File: config.mk
export PLATFORM = sky130hd
export DESIGN_NAME = cpu_mem_arbiter
export DESIGN_NICKNAME = d
export VERILOG_FILES = /design/src/rtl/cpu_mem_arb_pkg.sv /design/src/rtl/cpu_mem_arb_rr2.sv /design/src/rtl/cpu_mem_arbiter.sv
export SDC_FILE = /design/constraint.sdc
export NUM_CORES = 1
export LEC_CHECK = 0
export CAP_MARGIN = 20
export CORE_MARGIN = 5
export CORE_UTILIZATION = 33
export CTS_CLUSTER_DIAMETER = 80
export CTS_CLUSTER_SIZE = 25
export DETAILED_ROUTE_END_ITERATION = 10
export PLACE_DENSITY = 0.9
export SYNTH_ARGS = -nofsm -noshare
export SYNTH_HDL_FRONTEND = slang
export SYNTH_HIERARCHICAL = 1
export SYNTH_SLANG_ARGS = --single-unit
File: constraint.sdc
create_clock -name sys_clk -period 2.05 [get_ports sys_clk]
set_clock_uncertainty 0.1 [all_clocks]
set_input_delay 0.41 -clock sys_clk [delete_from_list [all_inputs] [get_ports sys_clk]]
set_output_delay 0.41 -clock sys_clk [all_outputs]
set_load 0.005 [all_outputs]
File: src/rtl/cpu_mem_arb_pkg.sv
// cpu_mem_arb_pkg: shared encodings for the CPU memory-port arbiter.
// FSM states and requester identities are used by the top and the
// round-robin picker so both agree on the encoding.
package cpu_mem_arb_pkg;

   // Arbiter FSM: idle/arbitrating, presenting downstream request,
   // forwarding the read response.
   typedef enum logic [1:0] {
      IDLE = 2'd0,
      REQ  = 2'd1,
      RESP = 2'd2
   } arb_state_e;

   // Requester identity, used both for the transaction owner and for
   // the round-robin history.
   typedef enum logic {
      INST = 1'b0,
      DATA = 1'b1
   } arb_owner_e;

   // Width of the optional event counters.
   localparam int unsigned PERF_CNT_W = 32;

   // Increment constant at counter width, avoids mixed-width adds.
   localparam logic [PERF_CNT_W-1:0] PERF_CNT_ONE = 1;

endpackage

File: src/rtl/cpu_mem_arb_rr2.sv
// cpu_mem_arb_rr2: 2-way round-robin picker.
// grant[0] selects the instruction requester, grant[1] the data requester.
// On a tie the requester that did not win last time is chosen. The
// history update is returned as last_grant_nxt so the owning module keeps
// the register alongside its other reset state.
module cpu_mem_arb_rr2
   import cpu_mem_arb_pkg::*;
(
   input  logic       req_inst,
   input  logic       req_data,
   input  arb_owner_e last_grant,
   input  logic       update_en,
   output logic [1:0] grant,
   output arb_owner_e last_grant_nxt
);

   // One-hot grant: a lone requester wins; a tie goes to the one not granted last.
   always_comb begin
      grant = 2'b00;
      if (req_inst && req_data) begin
         grant = (last_grant == DATA) ? 2'b01 : 2'b10;
      end else if (req_inst) begin
         grant = 2'b01;
      end else if (req_data) begin
         grant = 2'b10;
      end
   end

   // History advances only when the grant is actually consumed by a handshake.
   always_comb begin
      last_grant_nxt = last_grant;
      if (update_en) begin
         if (grant[1]) begin
            last_grant_nxt = DATA;
         end else if (grant[0]) begin
            last_grant_nxt = INST;
         end
      end
   end

endmodule

File: src/rtl/cpu_mem_arbiter.sv
// cpu_mem_arbiter: shares one memory port between instruction fetch and
// data access. One transaction is in flight at a time; ties between the
// two requesters are broken round-robin. Loads route the downstream
// response back combinationally to the requester that issued them; stores
// complete on the downstream handshake with no upstream response.
// Optional build macro: CPU_MEM_ARB_PERF_CNT_EN adds three 32-bit event
// counters (grants per requester and conflict cycles).
module cpu_mem_arbiter
   import cpu_mem_arb_pkg::*;
#(
   parameter int ADDR_WIDTH = 32,
   parameter int DATA_WIDTH = 32
) (
   input  logic                    sys_clk,
   input  logic                    sys_reset_n,

   input  logic                    inst_req_valid,
   output logic                    inst_req_ready,
   input  logic [ADDR_WIDTH-1:0]   inst_req_addr,
   output logic                    inst_resp_valid,
   input  logic                    inst_resp_ready,
   output logic [DATA_WIDTH-1:0]   inst_resp_data,

   input  logic                    data_req_valid,
   output logic                    data_req_ready,
   input  logic [ADDR_WIDTH-1:0]   data_req_addr,
   input  logic                    data_req_wen,
   input  logic [DATA_WIDTH/8-1:0] data_req_wstrb,
   input  logic [DATA_WIDTH-1:0]   data_req_wdata,
   output logic                    data_resp_valid,
   input  logic                    data_resp_ready,
   output logic [DATA_WIDTH-1:0]   data_resp_data,

   output logic                    mem_req_valid,
   input  logic                    mem_req_ready,
   output logic [ADDR_WIDTH-1:0]   mem_req_addr,
   output logic                    mem_req_wen,
   output logic [DATA_WIDTH/8-1:0] mem_req_wstrb,
   output logic [DATA_WIDTH-1:0]   mem_req_wdata,
   input  logic                    mem_resp_valid,
   output logic                    mem_resp_ready,
   input  logic [DATA_WIDTH-1:0]   mem_resp_data
`ifdef CPU_MEM_ARB_PERF_CNT_EN
   ,
   output logic [PERF_CNT_W-1:0]   perf_inst_grants,
   output logic [PERF_CNT_W-1:0]   perf_data_grants,
   output logic [PERF_CNT_W-1:0]   perf_conflict_cycles
`endif
);

   localparam int STRB_W = DATA_WIDTH / 8;

   arb_state_e            state_q;
   arb_state_e            state_d;
   arb_owner_e            last_grant_q;
   arb_owner_e            last_grant_d;
   logic [1:0]            grant;
   logic                  in_idle;
   logic                  accept_inst;
   logic                  accept_data;
   logic                  accept_any;

   // Captured request, held for the whole transaction.
   arb_owner_e            req_owner_p1;
   logic [ADDR_WIDTH-1:0] req_addr_p1;
   logic                  req_wen_p1;
   logic [STRB_W-1:0]     req_wstrb_p1;
   logic [DATA_WIDTH-1:0] req_wdata_p1;

   assign in_idle     = (state_q == IDLE);
   assign accept_inst = in_idle & inst_req_valid & grant[0];
   assign accept_data = in_idle & data_req_valid & grant[1];
   assign accept_any  = accept_inst | accept_data;

   cpu_mem_arb_rr2 u_rr2 (
      .req_inst       (inst_req_valid),
      .req_data       (data_req_valid),
      .last_grant     (last_grant_q),
      .update_en      (accept_any),
      .grant          (grant),
      .last_grant_nxt (last_grant_d)
   );

   // FSM state register.
   always_ff @(posedge sys_clk or negedge sys_reset_n) begin
      if (!sys_reset_n) begin
         state_q <= IDLE;
      end else begin
         state_q <= state_d;
      end
   end

   // Next state and handshake outputs; nothing is accepted outside IDLE.
   always_comb begin
      state_d         = state_q;
      inst_req_ready  = 1'b0;
      data_req_ready  = 1'b0;
      mem_req_valid   = 1'b0;
      mem_resp_ready  = 1'b0;
      inst_resp_valid = 1'b0;
      data_resp_valid = 1'b0;
      case (state_q)
         IDLE: begin
            inst_req_ready = grant[0];
            data_req_ready = grant[1];
            if (accept_any) begin
               state_d = REQ;
            end
         end
         REQ: begin
            mem_req_valid = 1'b1;
            if (mem_req_ready) begin
               state_d = req_wen_p1 ? IDLE : RESP;
            end
         end
         RESP: begin
            if (req_owner_p1 == INST) begin
               inst_resp_valid = mem_resp_valid;
               mem_resp_ready  = inst_resp_ready;
            end else begin
               data_resp_valid = mem_resp_valid;
               mem_resp_ready  = data_resp_ready;
            end
            if (mem_resp_valid && mem_resp_ready) begin
               state_d = IDLE;
            end
         end
         default: begin
            state_d = IDLE;
         end
      endcase
   end

   // Round-robin history; starts at DATA so the first tie goes to fetch.
   always_ff @(posedge sys_clk or negedge sys_reset_n) begin
      if (!sys_reset_n) begin
         last_grant_q <= DATA;
      end else begin
         last_grant_q <= last_grant_d;
      end
   end

   // ---- capture stage: upstream handshake -> registered downstream request ----
   // Fetches never write, so their write fields are forced to zero.
   always_ff @(posedge sys_clk or negedge sys_reset_n) begin
      if (!sys_reset_n) begin
         req_owner_p1 <= INST;
         req_addr_p1  <= '0;
         req_wen_p1   <= 1'b0;
         req_wstrb_p1 <= '0;
         req_wdata_p1 <= '0;
      end else if (accept_inst) begin
         req_owner_p1 <= INST;
         req_addr_p1  <= inst_req_addr;
         req_wen_p1   <= 1'b0;
         req_wstrb_p1 <= '0;
         req_wdata_p1 <= '0;
      end else if (accept_data) begin
         req_owner_p1 <= DATA;
         req_addr_p1  <= data_req_addr;
         req_wen_p1   <= data_req_wen;
         req_wstrb_p1 <= data_req_wstrb;
         req_wdata_p1 <= data_req_wdata;
      end
   end

   assign mem_req_addr  = req_addr_p1;
   assign mem_req_wen   = req_wen_p1;
   assign mem_req_wstrb = req_wstrb_p1;
   assign mem_req_wdata = req_wdata_p1;

   // Read data passes straight through; the valids above pick the recipient.
   assign inst_resp_data = mem_resp_data;
   assign data_resp_data = mem_resp_data;

`ifdef CPU_MEM_ARB_PERF_CNT_EN
   logic [PERF_CNT_W-1:0] perf_inst_cnt_q;
   logic [PERF_CNT_W-1:0] perf_data_cnt_q;
   logic [PERF_CNT_W-1:0] perf_conf_cnt_q;
   logic                  conflict;

   assign conflict = in_idle & inst_req_valid & data_req_valid;

   // Event counters; they wrap naturally at 2^32.
   always_ff @(posedge sys_clk or negedge sys_reset_n) begin
      if (!sys_reset_n) begin
         perf_inst_cnt_q <= '0;
         perf_data_cnt_q <= '0;
         perf_conf_cnt_q <= '0;
      end else begin
         if (accept_inst) begin
            perf_inst_cnt_q <= perf_inst_cnt_q + PERF_CNT_ONE;
         end
         if (accept_data) begin
            perf_data_cnt_q <= perf_data_cnt_q + PERF_CNT_ONE;
         end
         if (conflict) begin
            perf_conf_cnt_q <= perf_conf_cnt_q + PERF_CNT_ONE;
         end
      end
   end

   assign perf_inst_grants     = perf_inst_cnt_q;
   assign perf_data_grants     = perf_data_cnt_q;
   assign perf_conflict_cycles = perf_conf_cnt_q;
`endif

   // Downstream request must hold still until the memory takes it.
   a_req_hold: assert property (@(posedge sys_clk) disable iff (!sys_reset_n)
      (mem_req_valid && !mem_req_ready) |=>
         (mem_req_valid && $stable(mem_req_addr) && $stable(mem_req_wen) &&
          $stable(mem_req_wstrb) && $stable(mem_req_wdata)));

   // At most one requester may ever see ready.
   a_one_ready: assert property (@(posedge sys_clk) disable iff (!sys_reset_n)
      !(inst_req_ready && data_req_ready));

endmodule

==> flow_metrics.env, run 1 <==
export IMPL_status="completed"
export IMPL_fin_nets=562
export IMPL_crit_fanout=11
export IMPL_syn_area_sq_um=3468
export IMPL_routed_wirelength_um=10630
export IMPL_drc=0
export IMPL_drt_pass1_iter_count=4
export IMPL_fill_cells=906
export IMPL_tns_ps=0
export IMPL_maxCapViolCount=0
export IMPL_slew_headroom_pct=65.63
export IMPL_power_frac_clock_pct=15.5
export IMPL_fp_dieH_um=112.5
export IMPL_async_reset_ff_share_pct=100.0
export IMPL_cp_startpoint="data_req_valid"
export IMPL_drtIter0Drc=164
export IMPL_htreeDepth=3
export IMPL_grt_pass1_wl_um=16760
export IMPL_crit_required_ps=2170
export IMPL_clock_sinks=73
export IMPL_gp_congestion=0.8461
export IMPL_grt_usage_pct=16.66
export IMPL_start_util_pct=33.75
export IMPL_post_route_cell_area_sq_um=5318
export IMPL_port_buffers=183
export IMPL_ys_flop_type="dfrtp_1"
export IMPL_regArea_sq_um=1831
export IMPL_min_period_over_period_pct=97.87
export IMPL_yosys_area_top_type="dfrtp_1"
export IMPL_reg2reg_setup_slack_ps=120
export IMPL_num_vias=2814
export IMPL_synth_cell_types=27
export IMPL_clkLatencyLatePin_ps=340
export IMPL_overflow=0
export IMPL_clkTransAtPathRegs_ps=70
export IMPL_grt_max_degree=40
export IMPL_holdWs_ps=405.7
export IMPL_synth_avg_cell_area_sq_um=12.17
export IMPL_boundaryPins=280
export IMPL_ys_seq_area_share_pct=52.71
export IMPL_critPathCaptureType="flip-flop"
export IMPL_r2r_end="mem_req_addr[24]$_DFFE_PN0P_"
export IMPL_multi_input_area_sq_um=1045
export IMPL_seqPwrFrac_pct=37.2
export IMPL_numCtsBuffers=9
export IMPL_dp_final_hpwl_um=8072
export IMPL_r2r_start="last_grant_q$_DFF_PN1_"
export IMPL_hold_class="flip-flop to flip-flop"
export IMPL_die_w_um=112.5
export IMPL_antenna_cells=0
export IMPL_ys_top_cells_by_area="dfrtp_1 52%, buf_4 14%, a22o_1 9.6%"
export IMPL_setup_viol=0
export IMPL_core_area_sq_um=10280
export IMPL_cp_arrival_ps=2130
export IMPL_tritoncts="built"
export IMPL_area_growth_pct=53.32
export IMPL_timing_critical_path_to="mem_req_addr[25]$_DFFE_PN0P_"
export IMPL_synthCells=285
export IMPL_slew_viol_final=0
export IMPL_grt_pass1_vias=3121
export IMPL_vdd_ir_drop_max_uv=576.6
export IMPL_clk_root_buffer_cell="clkbuf_8"
export IMPL_min_period_ps=2006
export IMPL_ff2ff_path_depth=8
export IMPL_antenna_found_initial=0
export IMPL_timing_fmax_mhz=498.4
export IMPL_yosys_warnings=6
export IMPL_place_area_sq_um=5044
export IMPL_crit_path_start_kind="input port"
export IMPL_tightest_slew_ps=515.6
export IMPL_switchingPower_w=0.002088
export IMPL_synthTopCellsByCount="72 x dfrtp_1, 66 x buf_4, 38 x a22o_1, 32 x a221o_1, 23 x and2_0"
export IMPL_p_per_area_nw_per_um2=1319
export IMPL_hold_viol_final=0
export IMPL_antenna_left=0
export IMPL_dieArea_sq_um=12660
export IMPL_swShare_pct=29.78
export IMPL_combPwrFrac_pct=47.4
export IMPL_ys_seq_elements=73
export IMPL_wl_per_cell_um=18.92
export IMPL_synth_most_common_cell="dfrtp_1"
export IMPL_syn_nets=426
export IMPL_synth_top_area_share_pct=51.95
export IMPL_drive_above_1_share_pct=11.74
export IMPL_fin_util_pct=51.74
export IMPL_p_leak_nw=2.316
export IMPL_viasPerCell=5.007
export IMPL_critPathKind="input port to flip-flop"
export IMPL_fp_row_count=37
export IMPL_p_int_w=0.004924
export IMPL_synth_edf_count=0
export IMPL_clock_path_buffers=2
-- through the flow --
stage | total power (W) | std cells | worst slack [ps]
global route | 0.007455 | 562 | -0.3937
CTS | 0.007067 | 560 | -232.3
finish | 0.007012 | 562 | 43.59
detailed placement | 0.005850 | 539 | -289.3
global placement | 0.005715 | 539 | -271.2
floorplan | 0.003845 | 285 | 267.0
-- area by class of cell --
class / count / area share, %
Multi-Input combinational cell: 126 / 19.65
Timing Repair Buffer: 207 / 38.92
Tap cell: 136 / 3.200
Clock buffer: 11 / 2.471
Clock inverter: 5 / 1.059
Inverter: 4 / 0.2824
Sequential cell: 73 / 34.42
-- cells by family (layout without fill, tap and decap cells) --
kind of cell / Yosys count / count (layout) / synth area share [%]
AOI/OAI and AO/OA: 78 / 78 / 20.20
buffers and inverters: 86 / 227 / 18.22
DFF: 73 / 73 / 52.71
muxes: 1 / 1 / 0.2886
and+or+nand+nor: 47 / 47 / 8.587
-- worst min path at each step --
stage,start,to,cells past startpoint,slack [ps]
floorplan,sys_reset_n,mem_req_addr[0]$_DFFE_PN0P_,0,10
global placement,sys_reset_n,mem_req_wdata[1]$_DFFE_PN0P_,1,310
detailed placement,sys_reset_n,mem_req_wdata[8]$_DFFE_PN0P_,1,320
CTS,mem_req_wdata[31]$_DFFE_PN0P_,mem_req_wdata[31]$_DFFE_PN0P_,1,410
global route,mem_req_wdata[27]$_DFFE_PN0P_,mem_req_wdata[27]$_DFFE_PN0P_,1,420
finish,mem_req_wdata[24]$_DFFE_PN0P_,mem_req_wdata[24]$_DFFE_PN0P_,1,410
-- power groups by stage --
stage               Clock [W]  Combinational [W]  Sequential [W]
finish                0.00108            0.00332         0.00261
CTS                   0.00113            0.00333         0.00260
detailed placement          0            0.00323         0.00262
floorplan                   0            0.00124         0.00260
global route          0.00120            0.00356         0.00270
global placement            0            0.00311         0.00260
-- critical path, stage by stage --
cell	delay, ps
clkdlybuf4s50_1	470
buf_4	130
a21boi_4	50
buf_4	130
buf_4	130
and4bb_4	210
buf_4	170
and2_0	160
a221o_1	260
-- routing by layer --
layer / global-route usage, % / up-vias / routed length [um]
met5: 0 / - / 0
met4: 6.731 / 0 / 318
li1: - / 1247 / -
met1: 18.32 / 1387 / 3998
met3: 5.606 / 43 / 861
met2: 29.48 / 137 / 5454
-- cell usage in the layout, fill, tap and decap left out, types with 2 or more instances in the layout --
cell,synthesis,routed
a221o_1,32,32
o21ai_0,2,2
nor2_1,2,2
clkdlybuf4s50_1,0,175
dlymetal6s2s_1,0,2
clkbuf_8,0,9
inv_1,4,4
dlygate4sd2_1,0,4
and2_0,23,23
dfrtp_2,0,2
and2_1,11,10
buf_12,0,5
a22o_1,38,38
buf_4,66,19
nand2b_1,3,2
clkbuf_1,0,2
dfrtp_1,72,70
clkinv_2,0,2
a31oi_1,2,2
-- sequential cells by signal, indices dropped and copies added (netlist names) --
signal         flops
last_grant_q       1
mem_req_addr      32
mem_req_wdata     32
mem_req_wen        1
mem_req_wstrb      4
req_owner_p1       1
state_q            2
-- what timing repair did --
action                     CTS  global route
gates resized for setup     11             8
pin swaps                    1             1
setup endpoints to repair    6             3
hold buffers                 1             0
hold endpoints to repair    35             0
buffers inserted             4             2
No activity file was read; power rests on OpenSTA's default activity.
==> run 2, diff against run 1 <==
--- a/config.mk
+++ b/config.mk
@@ -6,6 +6,7 @@
 export NUM_CORES = 1
 export LEC_CHECK = 0
 export CAP_MARGIN = 20
+export CORE_ASPECT_RATIO = 2
 export CORE_MARGIN = 5
 export CORE_UTILIZATION = 33
 export CTS_CLUSTER_DIAMETER = 80
==> flow_metrics.env, run 2 (synthesized netlist as in run 1, its figures left out) <==
export IMPL_die_w_um=82.49
export IMPL_critPathKind="flip-flop to output pin"
export IMPL_critical_path_top_delay_family="buffers and inverters"
export IMPL_grt_pass1_wl_um=16210
export IMPL_dp_final_hpwl_um=8652
export IMPL_drc=0
export IMPL_crit_required_ps=1540
export IMPL_placedCellCount=536
export IMPL_cpMaxStageDelayCell="clkdlybuf4s50_1"
export IMPL_fp_dieH_um=155.0
export IMPL_min_period_over_period_pct=96.87
export IMPL_num_vias=2744
export IMPL_grt_usage_pct=17.14
export IMPL_r2r_end="mem_req_addr[26]$_DFFE_PN0P_"
export IMPL_wl_per_cell_um=19.83
export IMPL_crit_chain="nand2b_1 -> inv_1 -> clkdlybuf4s50_1"
export IMPL_grt_max_degree=52
export IMPL_fin_nets=556
export IMPL_status="completed"
export IMPL_p_leak_nw=2.342
export IMPL_setup_viol=0
export IMPL_cp_startpoint="state_q[1]$_DFFE_PN0P_"
export IMPL_numCtsBuffers=9
export IMPL_core_area_sq_um=10410
export IMPL_reg2reg_setup_slack_ps=130
export IMPL_layout_cells_non_filler=557
export IMPL_fp_row_count=53
export IMPL_cp_arrival_ps=1480
export IMPL_regArea_sq_um=1831
export IMPL_drtIter0Drc=111
export IMPL_mostFrequentLayoutCells="175 x clkdlybuf4s50_1, 70 x dfrtp_1, 38 x a22o_1"
export IMPL_min_period_ps=1986
export IMPL_overflow=0
export IMPL_port_buffers=183
export IMPL_htreeDepth=3
export IMPL_gp_congestion=0.8026
export IMPL_antenna_cells=0
export IMPL_holdWs_ps=400.6
export IMPL_r2r_start="last_grant_q$_DFF_PN1_"
export IMPL_clock_path_buffers=2
export IMPL_start_util_pct=33.31
export IMPL_post_route_cell_area_sq_um=5443
export IMPL_dieArea_sq_um=12780
export IMPL_slew_viol_final=0
export IMPL_hold_viol_final=0
export IMPL_rsz0062_at_grt="yes"
export IMPL_crit_buf_inv=2
export IMPL_crit_path_start_kind="flip-flop"
export IMPL_fill_cells=927
export IMPL_place_area_sq_um=5040
export IMPL_vdd_ir_drop_max_uv=617.2
export IMPL_tns_ps=0
export IMPL_tightest_slew_ps=463.4
export IMPL_drive_above_1_share_pct=10.00
export IMPL_crit_fanout=4
export IMPL_tritoncts="built"
export IMPL_hold_class="flip-flop to flip-flop"
export IMPL_critPathCaptureType="output pin"
export IMPL_timing_fmax_mhz=503.6
export IMPL_maxCapViolCount=0
export IMPL_p_per_area_nw_per_um2=1409
export IMPL_clk_root_buffer_cell="clkbuf_16"
export IMPL_timing_critical_path_to="mem_req_valid"
export IMPL_boundaryPins=280
export IMPL_clkTransAtPathRegs_ps=60
export IMPL_grt_pass1_vias=3022
export IMPL_antenna_found_initial=0
export IMPL_viasPerCell=4.926
export IMPL_drt_pass1_iter_count=4
export IMPL_worstHoldStart="mem_req_wstrb[3]$_DFFE_PN0P_"
export IMPL_clock_sinks=73
export IMPL_max_stage_delay_ps=490
export IMPL_slew_headroom_pct=69.11
export IMPL_layout_commonest_cell="clkdlybuf4s50_1"
export IMPL_routed_wirelength_um=11050
export IMPL_antenna_left=0
export IMPL_multi_input_area_sq_um=1031
export IMPL_area_growth_pct=56.93
export IMPL_power_w=0.007667
export IMPL_path_depth=3
export IMPL_ff2ff_path_depth=7
export IMPL_clkLatencyLatePin_ps=320
## run 2: changes by cell type in the layout (fill, tap and decap cells not counted), moves of 3 or more
cell           delta
clkbuf_8          -9
clkbuf_16         +9
dlygate4sd2_1     +3
buf_4             -9
## run 2: per-stage QoR
step	util (%)	setup slack [ps]
6_report	52.28	64.22
5_1_grt	52.28	0.01721
2_1_floorplan	-	267.0
4_1_cts	52.10	4.111
3_5_place_dp	48.41	-662.9
3_3_place_gp	48.41	-554.9
## run 2: layer usage
| layer | vias to the layer above | global-route usage [%] | wire (um) |
|---|---|---|---|
| met5 | - | 0 | 0 |
| met4 | 0 | 14.65 | 971 |
| met3 | 78 | 4.114 | 846 |
| met2 | 133 | 28.60 | 5632 |
| met1 | 1301 | 17.02 | 3595 |
| li1 | 1232 | - | - |
## run 2: worst min-delay path by stage
stage / endpoint / slack (ps) / cells past startpoint
finish: mem_req_wstrb[3]$_DFFE_PN0P_ / 400 / 1
global route: mem_req_wdata[27]$_DFFE_PN0P_ / 420 / 1
CTS: mem_req_wdata[18]$_DFFE_PN0P_ / 410 / 1
detailed placement: mem_req_wdata[30]$_DFFE_PN0P_ / 230 / 1
global placement: mem_req_wdata[28]$_DFFE_PN0P_ / 230 / 1
floorplan: mem_req_addr[0]$_DFFE_PN0P_ / 10 / 0
## run 2: final cells by class
class	count	area share, %
clock buffers	10	4.207
clock inverters	6	2.138
inverters	4	0.2759
multi-input cells	126	18.94
flip-flops and latches	73	33.63
well taps	137	3.149
repair buffers	201	37.66
## run 2: worst register-to-register path, delay by kind of cell (launching register included)
kind / cells / cell delay [ps]
AO/OA/AOI/OAI: 3 / 650
buffers and inverters: 3 / 390
AND/OR/NAND/NOR: 1 / 110
flip-flops: 1 / 560
## run 2: power by group
group	internal, W	total (W)	leakage [nW]	switching [W]
combinational	0.00218	0.00328	1.24	0.00110
clock	0.00120	0.00179	0.167	0.000596
sequential	0.00216	0.00260	0.932	0.000440
total	0.00553	0.00767	2.34	0.00213
## run 2: repair_timing
item	CTS	global route
gates resized for setup	14	1
hold buffers	1	0
setup endpoints to repair	76	3
hold endpoints to repair	22	0
buffers inserted	2	2
==> run 3, diff against run 2 <==
--- a/config.mk
+++ b/config.mk
@@ -12,7 +12,7 @@
 export CTS_CLUSTER_DIAMETER = 80
 export CTS_CLUSTER_SIZE = 25
 export DETAILED_ROUTE_END_ITERATION = 10
-export PLACE_DENSITY = 0.9
+export PLACE_DENSITY = 0.81
 export SYNTH_ARGS = -nofsm -noshare
 export SYNTH_HDL_FRONTEND = slang
 export SYNTH_HIERARCHICAL = 1
==> flow_metrics.env, run 3 (synthesized netlist as in run 1, its figures left out) <==
export IMPL_power_w=0.007950
export IMPL_overflow=0
export IMPL_clk_root_buffer_cell="clkbuf_16"
export IMPL_core_area_sq_um=10410
export IMPL_fin_util_pct=54.06
export IMPL_fin_nets=567
export IMPL_tightest_slew_ps=512.4
export IMPL_dieArea_sq_um=12780
export IMPL_use_met3_pct=3.882
export IMPL_violations="setup timing"
export IMPL_crit_buf_inv=4
export IMPL_grt_pass1_wl_um=15910
export IMPL_mostFrequentLayoutCells="174 x clkdlybuf4s50_1, 70 x dfrtp_1, 38 x a22o_1"
export IMPL_htreeDepth=3
export IMPL_clock_sinks=73
export IMPL_drc=0
export IMPL_fp_dieH_um=155.0
export IMPL_wl_per_cell_um=19.84
export IMPL_viasPerCell=4.915
export IMPL_p_per_area_nw_per_um2=1413
export IMPL_r2r_start="last_grant_q$_DFF_PN1_"
export IMPL_crit_chain="inv_2 -> a21boi_2 -> buf_4 -> buf_6 -> a22o_1 -> nand2_4 -> clkbuf_16 -> a221o_1"
export IMPL_start_util_pct=33.31
export IMPL_die_w_um=82.49
export IMPL_vdd_ir_drop_max_uv=639.2
export IMPL_critPathKind="flip-flop to flip-flop"
export IMPL_clkTransAtPathRegs_ps=60
export IMPL_crit_required_ps=2160
export IMPL_cp_arrival_ps=2180
export IMPL_setup_slack_ps=-17.64
export IMPL_place_ws_ps=-332.3
export IMPL_timing_fmax_mhz=483.6
export IMPL_clkLatencyLatePin_ps=320
export IMPL_crit_fanout=8
export IMPL_clock_path_buffers=2
export IMPL_slew_headroom_pct=65.84
export IMPL_num_vias=2792
export IMPL_grt_pass1_vias=3082
export IMPL_grt_usage_pct=16.73
export IMPL_rsz0062_at_grt="yes"
export IMPL_numCtsBuffers=9
export IMPL_boundaryPins=280
export IMPL_worstHoldStart="inst_req_valid"
export IMPL_tns_ps=-63.33
export IMPL_routed_wirelength_um=11270
export IMPL_status="complete, but fails checks"
export IMPL_grt_max_degree=40
export IMPL_area_growth_pct=62.27
export IMPL_tritoncts="built"
export IMPL_drive_above_1_share_pct=12.99
export IMPL_antenna_cells=0
export IMPL_antenna_found_initial=0
export IMPL_cpMaxStageDelayCell="dfstp_2"
export IMPL_gp_congestion=0.7601
export IMPL_critical_path_top_delay_family="compound AO/OA/AOI/OAI gates"
export IMPL_use_met2_pct=28.37
export IMPL_hold_viol_final=0
export IMPL_maxCapViolCount=0
export IMPL_antenna_left=0
export IMPL_cp_startpoint="last_grant_q$_DFF_PN1_"
export IMPL_setup_viol=11
export IMPL_drt_pass1_iter_count=4
export IMPL_min_period_over_period_pct=100.9
export IMPL_p_leak_nw=2.468
export IMPL_min_period_ps=2068
export IMPL_port_buffers=183
export IMPL_critPathCaptureType="flip-flop"
export IMPL_crit_path_start_kind="flip-flop"
export IMPL_hold_class="input port to flip-flop"
export IMPL_slew_viol_final=0
export IMPL_dp_final_hpwl_um=8335
export IMPL_max_stage_delay_ps=560
export IMPL_busiest_layer="met2"
export IMPL_use_met1_pct=15.94
export IMPL_fp_row_count=53
export IMPL_drtIter0Drc=92
export IMPL_layout_commonest_cell="clkdlybuf4s50_1"
run 3: layer usage:
metal | share of wire, % | vias up
met2 | 52 | 147
met1 | 31 | 1314
met3 | 8.1 | 79
met5 | 0 | -
li1 | - | 1252
met4 | 8.1 | 0
run 3: tightest hold or removal path, cell delays in order:
cell and delay (ps):
dlymetal6s2s_1 140, buf_4 150, a31oi_1 70
run 3: area by class of cell:
type                            instances  area [sq um]
Fill cell                             903          4783
Timing Repair Buffer                  212          2216
Sequential cell                        73          1831
Multi-Input combinational cell        126          1031
Clock buffer                           12         266.5
Tap cell                              137         171.4
Clock inverter                          4         97.59
Inverter                                4         15.01
run 3: final timing paths:
check,end,slack [ps],cells after the start
worst max-delay path,mem_req_addr[10]$_DFFE_PN0P_,-20,8
worst min-delay path,last_grant_q$_DFF_PN1_,360,3
worst max register to register,mem_req_addr[10]$_DFFE_PN0P_,-20,8
worst min register to register,mem_req_wdata[18]$_DFFE_PN0P_,400,1
max in group asynchronous,last_grant_q$_DFF_PN1_,860,3
min in group asynchronous,mem_req_wdata[27]$_DFFE_PN0P_,400,2
run 3: report_power, final:
part	internal (W)	total, W	switching [W]
registers	0.00216	0.00260	0.000436
clock network	0.00129	0.00188	0.000592
logic	0.00233	0.00347	0.00115
total	0.00578	0.00795	0.00218
run 3: metrics by stage:
stage | hold WS (ps) | cells | instance area, sq um
4_1_cts | 392.4 | 558 | 5458
5_1_grt | 358.8 | 568 | 5628
2_1_floorplan | 14.41 | 285 | 3468
6_report | 358.7 | 568 | 5628
3_5_place_dp | 178.7 | 538 | 5055
3_3_place_gp | 176.2 | 538 | 5055
run 3: what timing repair did:
item                       CTS  global route
setup endpoints to repair    6            68
gates cloned                 0             5
hold buffers                 1             0
hold endpoints to repair    13             0
setup buffers                3             5
gates resized for setup     11             7
pin swaps                    1            12
==> RTL edit, RTL diff (flow settings as in run 3) <==
Encoding of `arb_state_e`: now one-hot (3 bits for 3 states).
--- a/src/rtl/cpu_mem_arb_pkg.sv
+++ b/src/rtl/cpu_mem_arb_pkg.sv
@@ -5,10 +5,10 @@
 
    // Arbiter FSM: idle/arbitrating, presenting downstream request,
    // forwarding the read response.
-   typedef enum logic [1:0] {
-      IDLE = 2'd0,
-      REQ  = 2'd1,
-      RESP = 2'd2
+   typedef enum logic [2:0] {
+      IDLE = 3'b001,
+      REQ  = 3'b010,
+      RESP = 3'b100
    } arb_state_e;
 
    // Requester identity, used both for the transaction owner and for
Check against the original RTL: no difference found for any inputs over 10 cycles, from zero or initial values and one cycle with sys_reset_n low; not proved beyond that.
==> RTL edit against run 3 <==
Via count is 22% higher; worst setup slack improved by 0.11 ns; routed wire length increased by 8.2%; sequential share of layout area up 0.25 points; area after synthesis grew 8.7%; power decreased by 8.2%; design area rose by 0.51%; final cell count is 25% higher; sequential cell count rose by 1; clock power is 24% lower; largest power group unchanged.
==> RTL edit: results (changes against run 3) <==
RUN_STATUS='completed'
SYNTH.MUX.AREA_FRACTION_PCT=0.266  # -0.023 points
GRT_USE_MET2_PCT=30.7  # +2.3 points
ROUTED-WL-MET3_MICRONS=850  # -7.0%
TIMING.REG2REG.WORST_PATH_DEPTH=7  # -1
WL_MICRONS=12200  # +8.2%
R2R_END='mem_req_addr[9]'
POWER.CLOCK.FRACTION_PCT=19.5  # -4.2 points
REG2REG_SETUP_SLACK_NS=0.13  # +0.15 ns
DETAILROUTE.WIRELENGTH.MET2_MICRONS=6430  # +9.2%
CRITICAL-PATH-TOP-DELAY-FAMILY='flip-flops'
FINAL_CELL_COUNT_NO_FILL=708  # +25%
MULTI_INPUT_COMB_AREA_SQ_UM=1270  # +23%
NUMBER_OF_GLOBAL_ROUTE_VIAS_BEFORE_REPAIR=3579  # +16%
SEQUENTIALPOWER_uW=2560  # -2%
WORST_HOLD_PATH.NUM_CELLS=2  # -1
COMB.MULTI_INPUT.COUNT=271  # +120%
PLACE_WS_NS=-0.283  # +0.0491 ns
DPL_CELL_AREA_SQ_UM=5340  # +5.7%
SLOWEST_DELAY_NS=0.54  # -0.02 ns
P_SW_SHARE_PCT=31.8  # +4.5 points
DRTITER0DRC=165  # +79%
SYNTH-COMPOUND-AREA-SHARE_PCT=15.6  # -4.6 points
POST_SYNTH.CELL_AREA_AVG_SQ_UM=8.60  # -29%
GLOBAL_ROUTE_WIRE_LENGTH_BEFORE_REPAIR_MICRONS=18600  # +17%
ARRIVAL_NS=1.45  # -0.73 ns
SYNTHTOPCELLSBYCOUNT='sky130_fd_sc_hd__nand2_1 (109), sky130_fd_sc_hd__a21oi_1 (97), sky130_fd_sc_hd__dfrtp_1 (72)'
ROUTED_VIA_COUNT=3411  # +22%
POST_CTS_RESIZED=17  # +6
GRT_MAX_DEGREE=58  # +45%
FMAXACHIEVABLE_MHz=510  # +5.5%
MET1_LAYER_USAGE_REPORTED_BY_GLOBAL_ROUTE_PCT=16.4  # +0.48 points
GP_CONGESTION=0.853  # +12%
WORSTSETUPENDPOINT='data_req_ready'
SYNTH.LIB_CELLS_USED.DISTINCT=26  # -3.7%
SYNTH-SEQ-AREA-SHARE_PCT=49.2  # -3.5 points
## RTL edit: changes by cell type after synthesis, moves of 3 or more
| cell | before | now |
|---|---|---|
| sky130_fd_sc_hd__a21oi_1 | 1 | 97 |
| sky130_fd_sc_hd__a21oi_2 | 0 | 6 |
| sky130_fd_sc_hd__a221o_1 | 32 | 0 |
| sky130_fd_sc_hd__a22o_1 | 38 | 0 |
| sky130_fd_sc_hd__and2_0 | 23 | 0 |
| sky130_fd_sc_hd__and2_1 | 11 | 3 |
| sky130_fd_sc_hd__buf_2 | 10 | 4 |
| sky130_fd_sc_hd__buf_4 | 66 | 71 |
| sky130_fd_sc_hd__clkbuf_1 | 0 | 9 |
| sky130_fd_sc_hd__nand2_1 | 2 | 109 |
| sky130_fd_sc_hd__nand2b_1 | 3 | 0 |
| sky130_fd_sc_hd__nor2_1 | 2 | 38 |
